===== src/rtl/serial_subtractor_if.sv =====
// serial_subtractor_if: operand/result valid-ready bundle for the bit-serial subtractor.
interface serial_subtractor_if #(parameter int WIDTH = 4);
    logic             in_valid, in_ready, bin, out_valid, out_ready, bout, ovf;
    logic [WIDTH-1:0] a, b, diff;
    modport master(output in_valid, a, b, bin, out_ready, input in_ready, out_valid, diff, bout, ovf);
    modport slave(input in_valid, a, b, bin, out_ready, output in_ready, out_valid, diff, bout, ovf);
endinterface


===== src/rtl/serial_subtractor.sv =====
// serial_subtractor: bit-serial a - b - bin, LSB first, one bit per clock behind valid/ready handshakes.
module serial_subtractor #(parameter int WIDTH = 4) (
    input logic clk,
    input logic rst_n,
    serial_subtractor_if.slave io
);
    localparam int CW = $clog2(WIDTH);
    typedef enum logic [1:0] {IDLE, RUN, HOLD} state_t;
    state_t           state_q, state_d;
    logic [CW-1:0]    cnt_q, cnt_d;
    logic [WIDTH-1:0] a_q, a_d, b_q, b_d, diff_q, diff_d;
    logic             br_q, br_d, bout_q, bout_d, amsb_q, amsb_d, bmsb_q, bmsb_d;
    logic             in_ready_q, in_ready_d, out_valid_q, out_valid_d;
    logic             d_bit, br_next;
    assign d_bit   = a_q[0] ^ b_q[0] ^ br_q;
    assign br_next = (~a_q[0] & b_q[0]) | (~(a_q[0] ^ b_q[0]) & br_q);
    always_comb begin
        state_d     = state_q;
        cnt_d       = cnt_q;
        a_d         = a_q;
        b_d         = b_q;
        diff_d      = diff_q;
        br_d        = br_q;
        bout_d      = bout_q;
        amsb_d      = amsb_q;
        bmsb_d      = bmsb_q;
        in_ready_d  = in_ready_q;
        out_valid_d = out_valid_q;
        case (state_q)
            IDLE: if (io.in_valid) begin
                a_d        = io.a;
                b_d        = io.b;
                br_d       = io.bin;
                amsb_d     = io.a[WIDTH-1];
                bmsb_d     = io.b[WIDTH-1];
                cnt_d      = '0;
                in_ready_d = 1'b0;
                state_d    = RUN;
            end
            RUN: begin
                a_d    = a_q >> 1;
                b_d    = b_q >> 1;
                br_d   = br_next;
                diff_d = {d_bit, diff_q[WIDTH-1:1]};
                // Counter stops at the last bit instead of wrapping
                if (cnt_q == CW'(WIDTH - 1)) begin
                    state_d     = HOLD;
                    bout_d      = br_next;
                    out_valid_d = 1'b1;
                end else begin
                    cnt_d = cnt_q + CW'(1);
                end
            end
            HOLD: if (io.out_ready) begin
                out_valid_d = 1'b0;
                in_ready_d  = 1'b1;
                state_d     = IDLE;
            end
            default: state_d = IDLE;
        endcase
    end
    always_ff @(posedge clk or negedge rst_n) begin
        if (!rst_n) begin
            state_q     <= IDLE;
            cnt_q       <= '0;
            a_q         <= '0;
            b_q         <= '0;
            diff_q      <= '0;
            br_q        <= 1'b0;
            bout_q      <= 1'b0;
            amsb_q      <= 1'b0;
            bmsb_q      <= 1'b0;
            in_ready_q  <= 1'b1;
            out_valid_q <= 1'b0;
        end else begin
            state_q     <= state_d;
            cnt_q       <= cnt_d;
            a_q         <= a_d;
            b_q         <= b_d;
            diff_q      <= diff_d;
            br_q        <= br_d;
            bout_q      <= bout_d;
            amsb_q      <= amsb_d;
            bmsb_q      <= bmsb_d;
            in_ready_q  <= in_ready_d;
            out_valid_q <= out_valid_d;
        end
    end
    assign io.in_ready  = in_ready_q;
    assign io.out_valid = out_valid_q;
    assign io.diff      = diff_q;
    assign io.bout      = bout_q;
    assign io.ovf       = (amsb_q ^ bmsb_q) & (diff_q[WIDTH-1] ^ amsb_q);
endmodule


===== src/flat_wrapper.sv =====
// flat-port wrapper written by rule: the top's interface ports become plain ports
module serial_subtractor_flat 
#(parameter int WIDTH = 4)
  (clk, rst_n, io_in_valid, io_a, io_b, io_bin, io_out_ready, io_in_ready, io_out_valid, io_diff, io_bout, io_ovf);
  serial_subtractor_if #(.WIDTH(WIDTH)) io_i ();
  input logic clk;
  input logic rst_n;
  input wire logic [$bits(io_i.in_valid)-1:0] io_in_valid;
  input wire logic [$bits(io_i.a)-1:0] io_a;
  input wire logic [$bits(io_i.b)-1:0] io_b;
  input wire logic [$bits(io_i.bin)-1:0] io_bin;
  input wire logic [$bits(io_i.out_ready)-1:0] io_out_ready;
  output wire logic [$bits(io_i.in_ready)-1:0] io_in_ready;
  output wire logic [$bits(io_i.out_valid)-1:0] io_out_valid;
  output wire logic [$bits(io_i.diff)-1:0] io_diff;
  output wire logic [$bits(io_i.bout)-1:0] io_bout;
  output wire logic [$bits(io_i.ovf)-1:0] io_ovf;
  assign io_i.in_valid = io_in_valid;
  assign io_i.a = io_a;
  assign io_i.b = io_b;
  assign io_i.bin = io_bin;
  assign io_i.out_ready = io_out_ready;
  assign io_in_ready = io_i.in_ready;
  assign io_out_valid = io_i.out_valid;
  assign io_diff = io_i.diff;
  assign io_bout = io_i.bout;
  assign io_ovf = io_i.ovf;
  serial_subtractor #(.WIDTH(WIDTH)) u_core (.clk(clk), .rst_n(rst_n), .io(io_i));
endmodule

===== config.mk =====
export PLATFORM = sky130hd
export DESIGN_NAME = serial_subtractor_flat
export DESIGN_NICKNAME = d
export VERILOG_FILES = /design/src/rtl/serial_subtractor_if.sv /design/src/rtl/serial_subtractor.sv /design/src/flat_wrapper.sv
export SDC_FILE = /design/constraint.sdc
export NUM_CORES = 1
export LEC_CHECK = 0
export ABC_CLOCK_PERIOD_IN_PS = 2300
export BUFFER_PORTS_ARGS = -buffer_cell sky130_fd_sc_hd__buf_2
export CAP_MARGIN = 30
export CORE_ASPECT_RATIO = 1.25
export CORE_MARGIN = 2
export CORE_UTILIZATION = 40
export DETAILED_ROUTE_END_ITERATION = 10
export PLACE_DENSITY = 0.61
export SLEW_MARGIN = 25
export SYNTH_ARGS = -nofsm -noshare
export SYNTH_HDL_FRONTEND = slang
export SYNTH_SLANG_ARGS = --single-unit

===== constraint.sdc =====
create_clock -name clk -period 2.3 [get_ports clk]
set_clock_uncertainty 0.1 [all_clocks]
set_input_delay 0.46 -clock clk [delete_from_list [all_inputs] [get_ports clk]]
set_output_delay 0.46 -clock clk [all_outputs]
set_load 0.01 [all_outputs]

[Yosys cells after proc, flatten, opt, wreduce, memory -nomap -nowiden]
Index checks and enable logic that the tools add are counted.
Word-level totals
  register bits: 22
  output and inout port bits: 8
  input port bits: 13
Cells by class
  equality and inequality tests: 7
  bitwise operators: 10
  mux-type cells: 19
  add/sub/neg operators: 1
  reduce and logical (&&, ||, !) cells: 11
Operator list (number)
  $pmux W4 S2: 2
  $reduce_and A3 Y1: 4
  $mux W2: 5
  $mux W4: 2
  $ne A2 B2 Y1 const B: 3
  $pmux W1 S2: 3
  $pmux W2 S3: 1
  $reduce_and A2 Y1: 3
  $reduce_bool A2 Y1: 3
  $mux W1: 5
  $eq A2 B2 Y1 const B: 2
  $pmux W2 S2: 1
  $xor A1 B1 Y1: 4
  $and A1 B1 Y1: 3
  $add A2 B1 Y2 const B: 1
  $eq A2 B1 Y1 const B: 1
  $logic_not A2 Y1: 1
  $ne A2 B1 Y1 const B: 1
  $not A1 Y1: 2
  $or A1 B1 Y1: 1

[Longest topological paths before layout]
Gate-level depths: netlist of the first run.
  depth after elaboration: 5
  gate-level depth with buffers: 4
  mapped depth without buffers: 4

[Worst setup path after synthesis of the first run]
OpenSTA, ideal clock, no wires.
  path type: register -> output
  start: register u_core.diff_q[3], in the netlist u_core.io.diff[3]
  end: output port io_ovf
  stages on the path, launching flop included: 3
  required time: 1.740 ns
  arrival time: 0.847 ns
  buffers on the path: 0
  slack: 0.893 ns
  cells stage by stage: dfrtp_1 > nand2b_1 > o21ai_0
On the way
  cells in the longest elaborated chain, start to end: 2
RTL lines
  start: declaration: line serial_subtractor.sv:11  | logic [WIDTH-1:0] a_q, a_d, b_q, b_d, diff_q, diff_d;
  start signal: assignment: line serial_subtractor.sv:80  | diff_q <= diff_d;
  $xor A1 B1 Y1: line serial_subtractor.sv:93  | assign io.ovf = (amsb_q ^ bmsb_q) & (diff_q[WIDTH-1] ^ amsb_q);
  $and A1 B1 Y1: line serial_subtractor.sv:93
  end: declaration: line flat_wrapper.sv:17  | output wire logic [$bits(io_i.ovf)-1:0] io_ovf;
Every way passes these cells.

[Worst setup path after layout of the first run]
Ends and elaborated chain as after synthesis.

==> run summary, run 1 <==
IO Pins -> 21
cts bufs inserted -> 3
WL final -> 1.956 mm
Initial Util -> 0.4206
Worst Path Class, Setup -> register to output port
worst path buffer plus inverter count -> 1
Slew headroom -> 0.6725
Ys Warns -> 0
outcome -> completed
fin crit share -> 0.7430
port bufs -> 20
fillers -> 260
Slew @ Worst Pin -> 0.4913 ns
Clock transition at path regs -> 0.11 ns
total gr overflow -> 0
synthesized instance count -> 101
EDFF count, synth -> 0
final setup fails -> 0
kind of cell with the highest combined delay on the critical path -> flip-flops
Post-Syn Area -> 0.001021 mm^2
H-tree levels -> 1
nets -> 137
predominant post-synthesis flop cell -> dfrtp_1
RSZ-0062 raised after global routing -> no
Vias/cell -> 5.026
largest net degree at the start of global routing -> 23
top post-synthesis cells by area -> dfrtp_1 51%, nand2_1 6.6%, a21oi_1 3.9%, o221a_1 3.3%, o21ai_1 2.9%
n_diodes -> 0
Finished Core Util -> 0.4753
Leak Pwr -> 0.5477 nW
top cells by count, synth -> 21 x dfrtp_1, 18 x nand2_1, 8 x a21oi_1
Synth Area per Inst -> 10.11 um^2
most frequent cell after synthesis -> dfrtp_1
cts repair resizes -> 0
pre-CTS setup slack -> 0.7903 ns
Residual DRC -> 0
Critical Path Sink Type -> output port
routed via count -> 774
top routing layer in use -> met4
Skew-Pair Late Insertion Delay -> 0.30 ns
vias in the first global route -> 788
std cell rows -> 20
Register Area -> 551.8 um^2
fin worst setup slack -> 0.5910 ns
Sink Count -> 22
First-pass DRT Iterations -> 4
slowest stage delay, CP -> 0.43 ns
DP Wirelength -> 1.459 mm
WL met2 -> 866 um
# Post-CTS Setup Buffers -> 0
DRT iter0 DRCs -> 17
CTS Buffer Depth -> 2
DIE HEIGHT -> 60.49 um
die width -> 49.19 um
die area -> 0.002975 mm^2
Detail Route Antenna Nets -> 0
WL met1 -> 995 um
Peak VDD IR -> 0.0005823 V
Worst Path Max Fanout -> 5
Pwr Density -> 1315 mW/mm^2
Period minus WS final -> 1.709 ns
Core Region -> 0.002427 mm^2
TritonCTS clock tree -> built
post-synth top area cell -> dfrtp_1
Yosys cell types -> 31
setup tns final -> 0 ns
highest-delay cell along the critical path -> dfrtp_1
Max Freq -> 585.1 MHz
CTS root buf -> clkbuf_4
Synth Register Bits -> 22
multi-input logic area -> 407.9 um^2
All-Layer GR Usage -> 0.1571
Worst Setup Start Kind -> register
Worst EP required -> 1.74 ns
Synth Net Count -> 116
antenna violations before repair -> 0
Max-cap violations -> 0
area delta synth->final -> 12.99%
cell chain of the critical path -> nand2b_1, o21ai_0, buf_2
first-pass GRT wire length -> 3.484 mm
Final Wtd Congestion -> 0.7797
per-cell routed wire length -> 12.70 um
share of layout cells above drive strength 1 -> 0.2479
asr flop ratio synth -> 1.000
met3 WL -> 77 um
Final Hold Viols -> 0
pins over their slew limit -> 0
WHS -> 0.002045 ns
hold_buf cts -> 0
Seq/Total Area, Yosys -> 0.5404
Synth top area share -> 0.5147
CP arrival -> 1.15 ns
type of the most critical hold path -> input pin to async pin
-- area by class of cell --
type,instances,area share
clock buffer,4,0.02278
inverter,7,0.02278
timing repair buffer,20,0.08677
sequential,22,0.4783
tap,33,0.03579
multi-input combinational,68,0.3536
-- placed cells by master, fill, tap and decap left out, types with 2 or more instances in the layout --
cell type,Yosys,routed
a21oi_1,8,8
o22ai_1,3,3
clkbuf_4,0,3
buf_2,1,20
inv_2,2,2
inv_1,5,5
nor2_1,7,7
o221a_1,3,3
o21ai_0,3,3
nand2_1,18,18
nand3b_1,3,3
dfrtp_1,21,21
nand2b_1,2,2
o21ai_1,6,6
-- state kept, by name, summed over array words and instances (netlist names) --
| register | count |
|---|---|
| u_core.io.out_valid | 1 |
| u_core.bmsb_q | 1 |
| u_core.a_q | 4 |
| u_core.io.diff | 4 |
| u_core.amsb_q | 1 |
| u_core.br_q | 1 |
| u_core.state_q | 2 |
| u_core.cnt_q | 2 |
| u_core.io.bout | 1 |
| u_core.io.in_ready | 1 |
| u_core.b_q | 4 |
-- path summary, 6_finish.rpt --
kind / from / endpoint / slack [ns] / depth (start not counted)
worst max-delay path: u_core.io.diff[3]$_DFFE_PN0P_ / io_ovf / 0.59 / 3
worst min-delay path: rst_n / u_core.b_q[0]$_DFFE_PN0P_ / 0.002 / 1
worst max register to register: u_core.state_q[1]$_DFFE_PN0P_ / u_core.bmsb_q$_DFFE_PN0P_ / 0.86 / 2
worst min register to register: u_core.io.diff[0]$_DFFE_PN0P_ / u_core.io.diff[0]$_DFFE_PN0P_ / 0.38 / 2
max in group asynchronous: rst_n / u_core.io.in_ready$_DFFE_PN1P_ / 1.74 / 1
min in group clk: io_out_ready / u_core.state_q[1]$_DFFE_PN0P_ / 0.25 / 2
-- metrics by stage --
step           power, mW  instances  cell area [um^2]
5_1_grt            1.664        154              1154
3_3_place_gp       1.329        150              1127
2_1_floorplan      1.196        101              1021
6_report           1.518        154              1154
4_1_cts            1.544        154              1154
3_5_place_dp       1.365        150              1127
-- kinds of logic after synthesis --
logic type	Yosys count	share of synthesized area
AO/OA/AOI/OAI	29	0.1851
adder cells (fa/ha/maj)	2	0.03186
buffers and inverters	11	0.06005
flip-flops	22	0.5404
multiplexers	1	0.01103
AND/OR/NAND/NOR	36	0.1716
-- routing by layer --
| layer | global-route usage | up-vias |
|---|---|---|
| li1 | - | 389 |
| met1 | 0.1974 | 366 |
| met2 | 0.2645 | 17 |
| met3 | 0.02463 | 2 |
| met4 | 0.08571 | 0 |
| met5 | 0 | - |
-- report_power, final --
| part | switching, mW | internal [mW] |
|---|---|---|
| clock | 0.108 | 0.0675 |
| combinational | 0.348 | 0.286 |
| sequential | 0.150 | 0.558 |
| total | 0.606 | 0.912 |
-- worst register-to-register path, cell delays in order (launching register included) --
cell     delay (ns)
dfrtp_1        0.55
nor3b_2        0.35
mux2_1         0.35
Note: power is estimated with default switching activity, not from simulation.
==> inputs of run 2 (changes only) <==
- ABC_AREA: unset -> 1
- ABC_CLOCK_PERIOD_IN_PS: 2300 -> 1400
- PLACE_DENSITY: 0.61 -> 0.63
- clock period: 2.3 -> 1.4 ns (I/O delays scaled with it)
==> run 2 against run 1 <==
  * The run now ends with setup timing left
  * Worst hold slack gained 0.063 ns
  * Critical path depth grew 2
  * Global-route usage grew 1.1 points
  * Sequential power grew 62%
  * Wire length grew 4.7%
  * Synthesized area grew 2.9%
  * First-iteration DRC count grew 41%
  * Final area grew 7.5%
  * Non-clock buffer count grew 4
  * Combinational power grew 110%
  * Highest routed layer unchanged
==> run summary, run 2 <==
Yosys cell types -> 18 (-42%)
gr busiest metal -> met2
most frequent cells in the layout -> 46 x nand2_1, 21 x dfrtp_1, 20 x buf_2
Synth top area share -> 0.5000 (-0.01471)
multi-input logic area -> 417.9 um^2 (+2.5%)
DRT iter0 DRCs -> 24 (+7)
die area -> 0.003056 mm^2 (+2.7%)
cts bufs inserted -> 3 (unchanged)
WHS -> 0.06532 ns (+0.06328 ns)
per-cell routed wire length -> 11.25 um (-11%)
GR Util met2 -> 0.3143 (+0.04981)
fin crit share -> 1.098
Peak VDD IR -> 0.001090 V (+87%)
CTS root buf -> clkbuf_4
fillers -> 248 (-4.6%)
most common cell after layout, fill and taps aside -> nand2_1
Residual DRC -> 0 (unchanged)
Critical Path Sink Type -> output port
post-synth top area cell -> dfrtp_1
Period minus WS final -> 1.537 ns
largest net degree at the start of global routing -> 23 (unchanged)
Worst Path Max Fanout -> 2 (-3)
Worst Setup Start Kind -> register
routed via count -> 843 (+8.9%)
share of layout cells above drive strength 1 -> 0.2886 (+0.04066)
Seq/Total Area, Yosys -> 0.5250 (-0.01544)
failing checks -> setup timing
n_diodes -> 0 (unchanged)
port bufs -> 20 (unchanged)
Synth Register Bits -> 22 (unchanged)
Slew headroom -> 0.6707 (-0.001770)
CTS Buffer Depth -> 2 (unchanged)
Vias/cell -> 4.632 (-7.8%)
Skew-Pair Late Insertion Delay -> 0.31 ns (about the same)
DP Wirelength -> 1.546 mm (+6.0%)
Initial Util -> 0.4242 (+0.003624)
WL final -> 2.048 mm (+4.7%)
Worst EP required -> 1.02 ns (-0.72 ns)
vias in the first global route -> 914 (+16%)
FF-to-FF path depth -> 5 (+3)
EDFF count, synth -> 0 (unchanged)
DIE HEIGHT -> 61.31 um (+1.4%)
type of the most critical hold path -> input pin to register
Detail Route Antenna Nets -> 0 (unchanged)
total gr overflow -> 0 (unchanged)
RSZ-0062 raised after global routing -> yes
predominant post-synthesis flop cell -> dfrtp_1
area delta synth->final -> 17.98%
pins over their slew limit -> 0 (unchanged)
setup tns final -> -0.1373 ns (-0.1373 ns)
Cell Area, Placed -> 0.001180 mm^2 (+4.7%)
met1 Track Usage GR -> 0.1858 (-0.01161)
Power, Total -> 2.803 mW (+85%)
CP arrival -> 1.16 ns (about the same)
Min-Delay Path Depth -> 2
Worst Path Class, Setup -> register to output port
min-delay src -> io_out_ready
TritonCTS clock tree -> built
Clock transition at path regs -> 0.12 ns (about the same)
Ys Warns -> 0 (unchanged)
Synth Area per Inst -> 8.545 um^2 (-15%)
All-Layer GR Usage -> 0.1683 (+0.01113)
Core Region -> 0.002477 mm^2 (+2.1%)
IO Pins -> 21 (unchanged)
fin worst setup slack -> -0.1373 ns (-0.7283 ns)
Pwr Density -> 2260 mW/mm^2 (+72%)
asr flop ratio synth -> 1.000 (unchanged)
final setup fails -> 1 (+1)
Final Wtd Congestion -> 0.7491 (-3.9%)
Post-Syn Area -> 0.001051 mm^2 (+2.9%)
synthesized instance count -> 123 (+22%)
die width -> 49.85 um (+1.3%)
Max Freq -> 650.5 MHz
std cell rows -> 20 (unchanged)
Max-cap violations -> 0 (unchanged)
H-tree levels -> 1 (unchanged)
R2R Path End -> u_core.io.bout$_DFFE_PN0P_
Final Hold Viols -> 0 (unchanged)
outcome -> finished, violations left
most frequent cell after synthesis -> nand2_1
antenna violations before repair -> 0 (unchanged)
Register Area -> 551.8 um^2 (unchanged)
Synth Net Count -> 138 (+19%)
global-route track usage on met3 -> 0.02427 (-0.0003587)
First-pass DRT Iterations -> 5 (+1)
Sink Count -> 22 (unchanged)
top cells by count, synth -> 46 x nand2_1, 21 x dfrtp_1, 13 x o21ai_0
Slew @ Worst Pin -> 0.4940 ns (+0.002655 ns)
top post-synthesis cells by area -> dfrtp_1 50%, nand2_1 16%, o21ai_0 6.2%, nand3_1 4.8%, inv_1 4.3%
reg2reg setup slack -> 0.14 ns (-0.72 ns)
reg2reg start -> u_core.state_q[0]$_DFFE_PN0P_
nets -> 165 (+20%)
first-pass GRT wire length -> 3.815 mm (+9.5%)
Final Cell Area -> 0.001240 mm^2 (+7.5%)
sink of the worst hold path -> u_core.state_q[1]$_DFFE_PN0P_
Leak Pwr -> 0.6712 nW (+23%)
[run 2: changes by cell type in the layout (fill, tap and decap cells not counted), sizes merged, moves of 6 or more]
| cell | before | now |
|---|---|---|
| nand2 | 18 | 53 |
| o21ai | 9 | 15 |
| a21oi | 8 | 0 |
| inv | 7 | 15 |
| nand3 | 1 | 10 |
[run 2: what timing repair did]
item	CTS	global route
hold endpoints to repair	21	0
resized for setup	5	0
setup buffers	1	0
setup endpoints to repair	1	2
pin swaps	1	0
hold buffers	1	0
[run 2: how the worst max path moves through the flow]
| stage | from | endpoint | slack [ns] | cells after the start |
|---|---|---|---|---|
| after floorplan | u_core.b_q[0]$_DFFE_PN0P_ | u_core.io.diff[3]$_DFFE_PN0P_ | 0.23 | 4 |
| after global placement | u_core.state_q[0]$_DFFE_PN0P_ | u_core.io.bout$_DFFE_PN0P_ | 0.14 | 5 |
| after detailed placement | u_core.state_q[0]$_DFFE_PN0P_ | u_core.io.bout$_DFFE_PN0P_ | 0.13 | 5 |
| after CTS | u_core.io.diff[3]$_DFFE_PN0P_ | io_ovf | -0.16 | 5 |
| after global routing | u_core.io.diff[3]$_DFFE_PN0P_ | io_ovf | -0.23 | 5 |
| final | u_core.io.diff[3]$_DFFE_PN0P_ | io_ovf | -0.14 | 5 |
[run 2: cell type report]
| cell class | count | share of cell area |
|---|---|---|
| Clock buffer | 4 | 0.02926 |
| Inverter | 15 | 0.04541 |
| Multi-Input combinational cell | 84 | 0.3370 |
| Sequential cell | 22 | 0.4450 |
| Tap cell | 33 | 0.03330 |
| Timing Repair Buffer | 24 | 0.1100 |
[run 2: where the power goes]
group	switching, mW	internal (mW)	leakage, nW
registers	0.211	0.935	0.273
logic	0.790	0.517	0.377
clock network	0.190	0.159	0.0210
[run 2: through the flow]
stage / instances / setup slack, ns / utilization
final: 182 / -0.1373 / 0.5005
after detailed placement: 176 / 0.1329 / 0.4763
after global routing: 182 / -0.2309 / 0.5005
after global placement: 176 / 0.1404 / 0.4763
after floorplan: 123 / 0.2256 / -
after CTS: 182 / -0.1560 / 0.5005
[run 2: cell families after synthesis]
logic type | count (synthesis) | synth area share
AND/OR/NAND/NOR | 67 | 0.2822
flip-flops | 22 | 0.5250
adder cells (fa/ha/maj) | 2 | 0.03095
buffers and inverters | 17 | 0.07976
AO/OA/AOI/OAI | 15 | 0.08214
[run 2: critical path, stage by stage (launching register included)]
cell and delay [ns]:
dfrtp_1 0.44, buf_6 0.13, nor2_2 0.06, o21ai_1 0.06, inv_1 0.05, buf_2 0.11
[run 2: routing by layer]
metal	vias up	share of wire
met4	0	0.025
met1	388	0.44
met5	-	0
met3	4	0.034
li1	433	-
met2	18	0.50
==> inputs of run 3 (changes only) <==
- PLACE_DENSITY: 0.63 -> unset
- PLACE_DENSITY_LB_ADDON: unset -> 0.08
- REMOVE_ABC_BUFFERS: unset -> 1
==> run 3 against run 2 <==
  * The flow still finishes with violations (setup timing)
  * Setup slack improved by 0.046 ns
  * Total power shrank 1.7%
  * Worst hold slack worse by 0.0080 ns
  * Sequential cell count is the same
  * Wire length fell by 5.0%
  * Die area unchanged
  * Clock-buffer cell count stayed put
  * Combinational power fell by 5%
  * Cell count fell by 0.55%
  * Fmax is 3.1% higher
  * Non-clock buffer count decreased by 1
  * Critical endpoint unchanged
  * Largest cell class unchanged
  * Largest power group unchanged
==> run summary, run 3 (same netlist as run 2, synthesis figures left out) <==
WL final -> 1.945 mm (-5.0%)
std cell rows -> 20 (unchanged)
Residual DRC -> 0 (unchanged)
most used cell, CP -> o21ai_1
Slew @ Worst Pin -> 0.5030 ns (+0.009026 ns)
final setup fails -> 1 (unchanged)
slowest stage delay, CP -> 0.42 ns (-0.02 ns)
failing checks -> setup timing
Worst Path Max Fanout -> 3 (+1)
fin worst setup slack -> -0.09118 ns (+0.04613 ns)
Max Freq -> 670.6 MHz (+3.1%)
DIE HEIGHT -> 61.31 um (unchanged)
cts bufs inserted -> 3 (unchanged)
first-pass GRT wire length -> 3.574 mm (-6.3%)
nets -> 164 (-0.61%)
H-tree levels -> 1 (unchanged)
total gr overflow -> 0 (unchanged)
largest net degree at the start of global routing -> 23 (unchanged)
Internal -> 1.585 mW (-1.7%)
TritonCTS clock tree -> built
IO Pins -> 21 (unchanged)
type of the most critical hold path -> input pin to register
Initial Util -> 0.4242 (unchanged)
share of layout cells above drive strength 1 -> 0.2838 (-0.004807)
DRT iter0 DRCs -> 21 (-13%)
fin crit share -> 1.065 (-0.03295)
Leak Pwr -> 0.6647 nW (-0.98%)
die width -> 49.85 um (unchanged)
most common cell after layout, fill and taps aside -> nand2_1
worst path buffer plus inverter count -> 3 (unchanged)
outcome -> finished, violations left
WHS -> 0.05737 ns (-0.007950 ns)
Pwr Density -> 2244 mW/mm^2 (-0.75%)
routed via count -> 822 (-2.5%)
Flop pwr share -> 0.423 (+0.014)
CP arrival -> 1.11 ns (-0.05 ns)
Detail Route Antenna Nets -> 0 (unchanged)
CTS root buf -> clkbuf_4
Final Hold Viols -> 0 (unchanged)
Core Region -> 0.002477 mm^2 (unchanged)
n_diodes -> 0 (unchanged)
Worst Setup Start Kind -> register
switching power total -> 1.169 mW (-1.9%)
First-pass DRT Iterations -> 4 (-1)
Max-cap violations -> 0 (unchanged)
Period minus WS final -> 1.491 ns (-0.04613 ns)
per-cell routed wire length -> 10.75 um (-4.5%)
CTS Buffer Depth -> 2 (unchanged)
cell chain of the critical path -> inv_2, o21ai_1, o21ai_1, inv_1, buf_2
port bufs -> 20 (unchanged)
Clock transition at path regs -> 0.12 ns (about the same)
vias in the first global route -> 821 (-10%)
Skew-Pair Late Insertion Delay -> 0.30 ns (about the same)
Peak VDD IR -> 0.0009583 V (-12%)
highest-delay cell along the critical path -> dfrtp_1
Sw Ratio -> 0.4246 (-0.0004682)
fillers -> 243 (-2.0%)
Final Cell Area -> 0.001227 mm^2 (-1.0%)
Critical Path Sink Type -> output port
most frequent cells in the layout -> 46 x nand2_1, 20 x buf_2, 20 x dfrtp_1
RSZ-0062 raised after global routing -> yes
Final Wtd Congestion -> 0.7822 (+4.4%)
antenna violations before repair -> 0 (unchanged)
Worst Path Class, Setup -> register to output port
Finished Core Util -> 0.4955 (-0.005050)
Slew headroom -> 0.6647 (-0.006017)
area delta synth->final -> 16.79%
kind of cell with the highest combined delay on the critical path -> flip-flops
clock network fraction of design power -> 0.125 (about the same)
Vias/cell -> 4.541 (-2.0%)
die area -> 0.003056 mm^2 (unchanged)
Logic pwr share -> 0.453 (-0.013)
Sink Count -> 22 (unchanged)
All-Layer GR Usage -> 0.1565 (-0.01176)
DP Wirelength -> 1.454 mm (-6.0%)
pins over their slew limit -> 0 (unchanged)
Cell Area, Placed -> 0.001172 mm^2 (-0.64%)
Worst EP required -> 1.02 ns (about the same)
run 3: power groups by stage:
stage / Sequential, mW / Combinational, mW / Clock, mW
after floorplan: 1.18 / 0.835 / 0
after global placement: 1.16 / 1.22 / 0
after detailed placement: 1.17 / 1.24 / 0
after CTS: 1.16 / 1.28 / 0.364
after global routing: 1.21 / 1.45 / 0.398
final: 1.16 / 1.25 / 0.343
run 3: per-stage QoR:
stage / setup TNS (ns) / worst slack [ns] / std cells / total power [mW]
2_1_floorplan: 0 / 0.2143 / 121 / 2.011
3_3_place_gp: 0 / 0.02242 / 175 / 2.378
3_5_place_dp: 0 / 0.02921 / 175 / 2.408
4_1_cts: -0.1214 / -0.1214 / 181 / 2.805
5_1_grt: -0.1698 / -0.1698 / 181 / 3.059
6_report: -0.09118 / -0.09118 / 181 / 2.754
run 3: timing repair:
item                                    CTS  global route
endpoints found under the setup margin    1            10
hold endpoints to repair                 21             0
buffers inserted                          1             0
resized for setup                         3             1
hold buffers                              1             0
run 3: metal layers:
layer	up-vias	part of all wire	track usage
li1	430	-	-
met1	374	0.45	0.1965
met2	14	0.50	0.2667
met3	4	0.035	0.02184
met4	0	0.014	0.08333
met5	-	0	0
run 3: final timing paths:
kind | slack (ns) | cells after the start | from | end
worst max register to register | 0.16 | 5 | u_core.b_q[0]$_DFFE_PN0P_ | u_core.br_q$_DFFE_PN0P_
min in group asynchronous | 0.36 | 2 | rst_n | u_core.b_q[1]$_DFFE_PN0P_
worst max-delay path | -0.09 | 5 | u_core.io.diff[3]$_DFFE_PN0P_ | io_ovf
max in group asynchronous | 0.48 | 2 | rst_n | u_core.state_q[0]$_DFFE_PN0P_
worst min-delay path | 0.06 | 2 | io_out_ready | u_core.state_q[1]$_DFFE_PN0P_
worst min register to register | 0.39 | 2 | u_core.io.diff[0]$_DFFE_PN0P_ | u_core.io.diff[0]$_DFFE_PN0P_
run 3: area by class of cell:
| type | count | area (um^2) | area share |
|---|---|---|---|
| clock buffers | 4 | 36.28 | 0.02956 |
| inverters | 15 | 56.30 | 0.04587 |
| multi-input cells | 84 | 415.4 | 0.3384 |
| flip-flops and latches | 22 | 553.0 | 0.4506 |
| well taps | 33 | 41.29 | 0.03364 |
| repair buffers | 23 | 125.1 | 0.1019 |
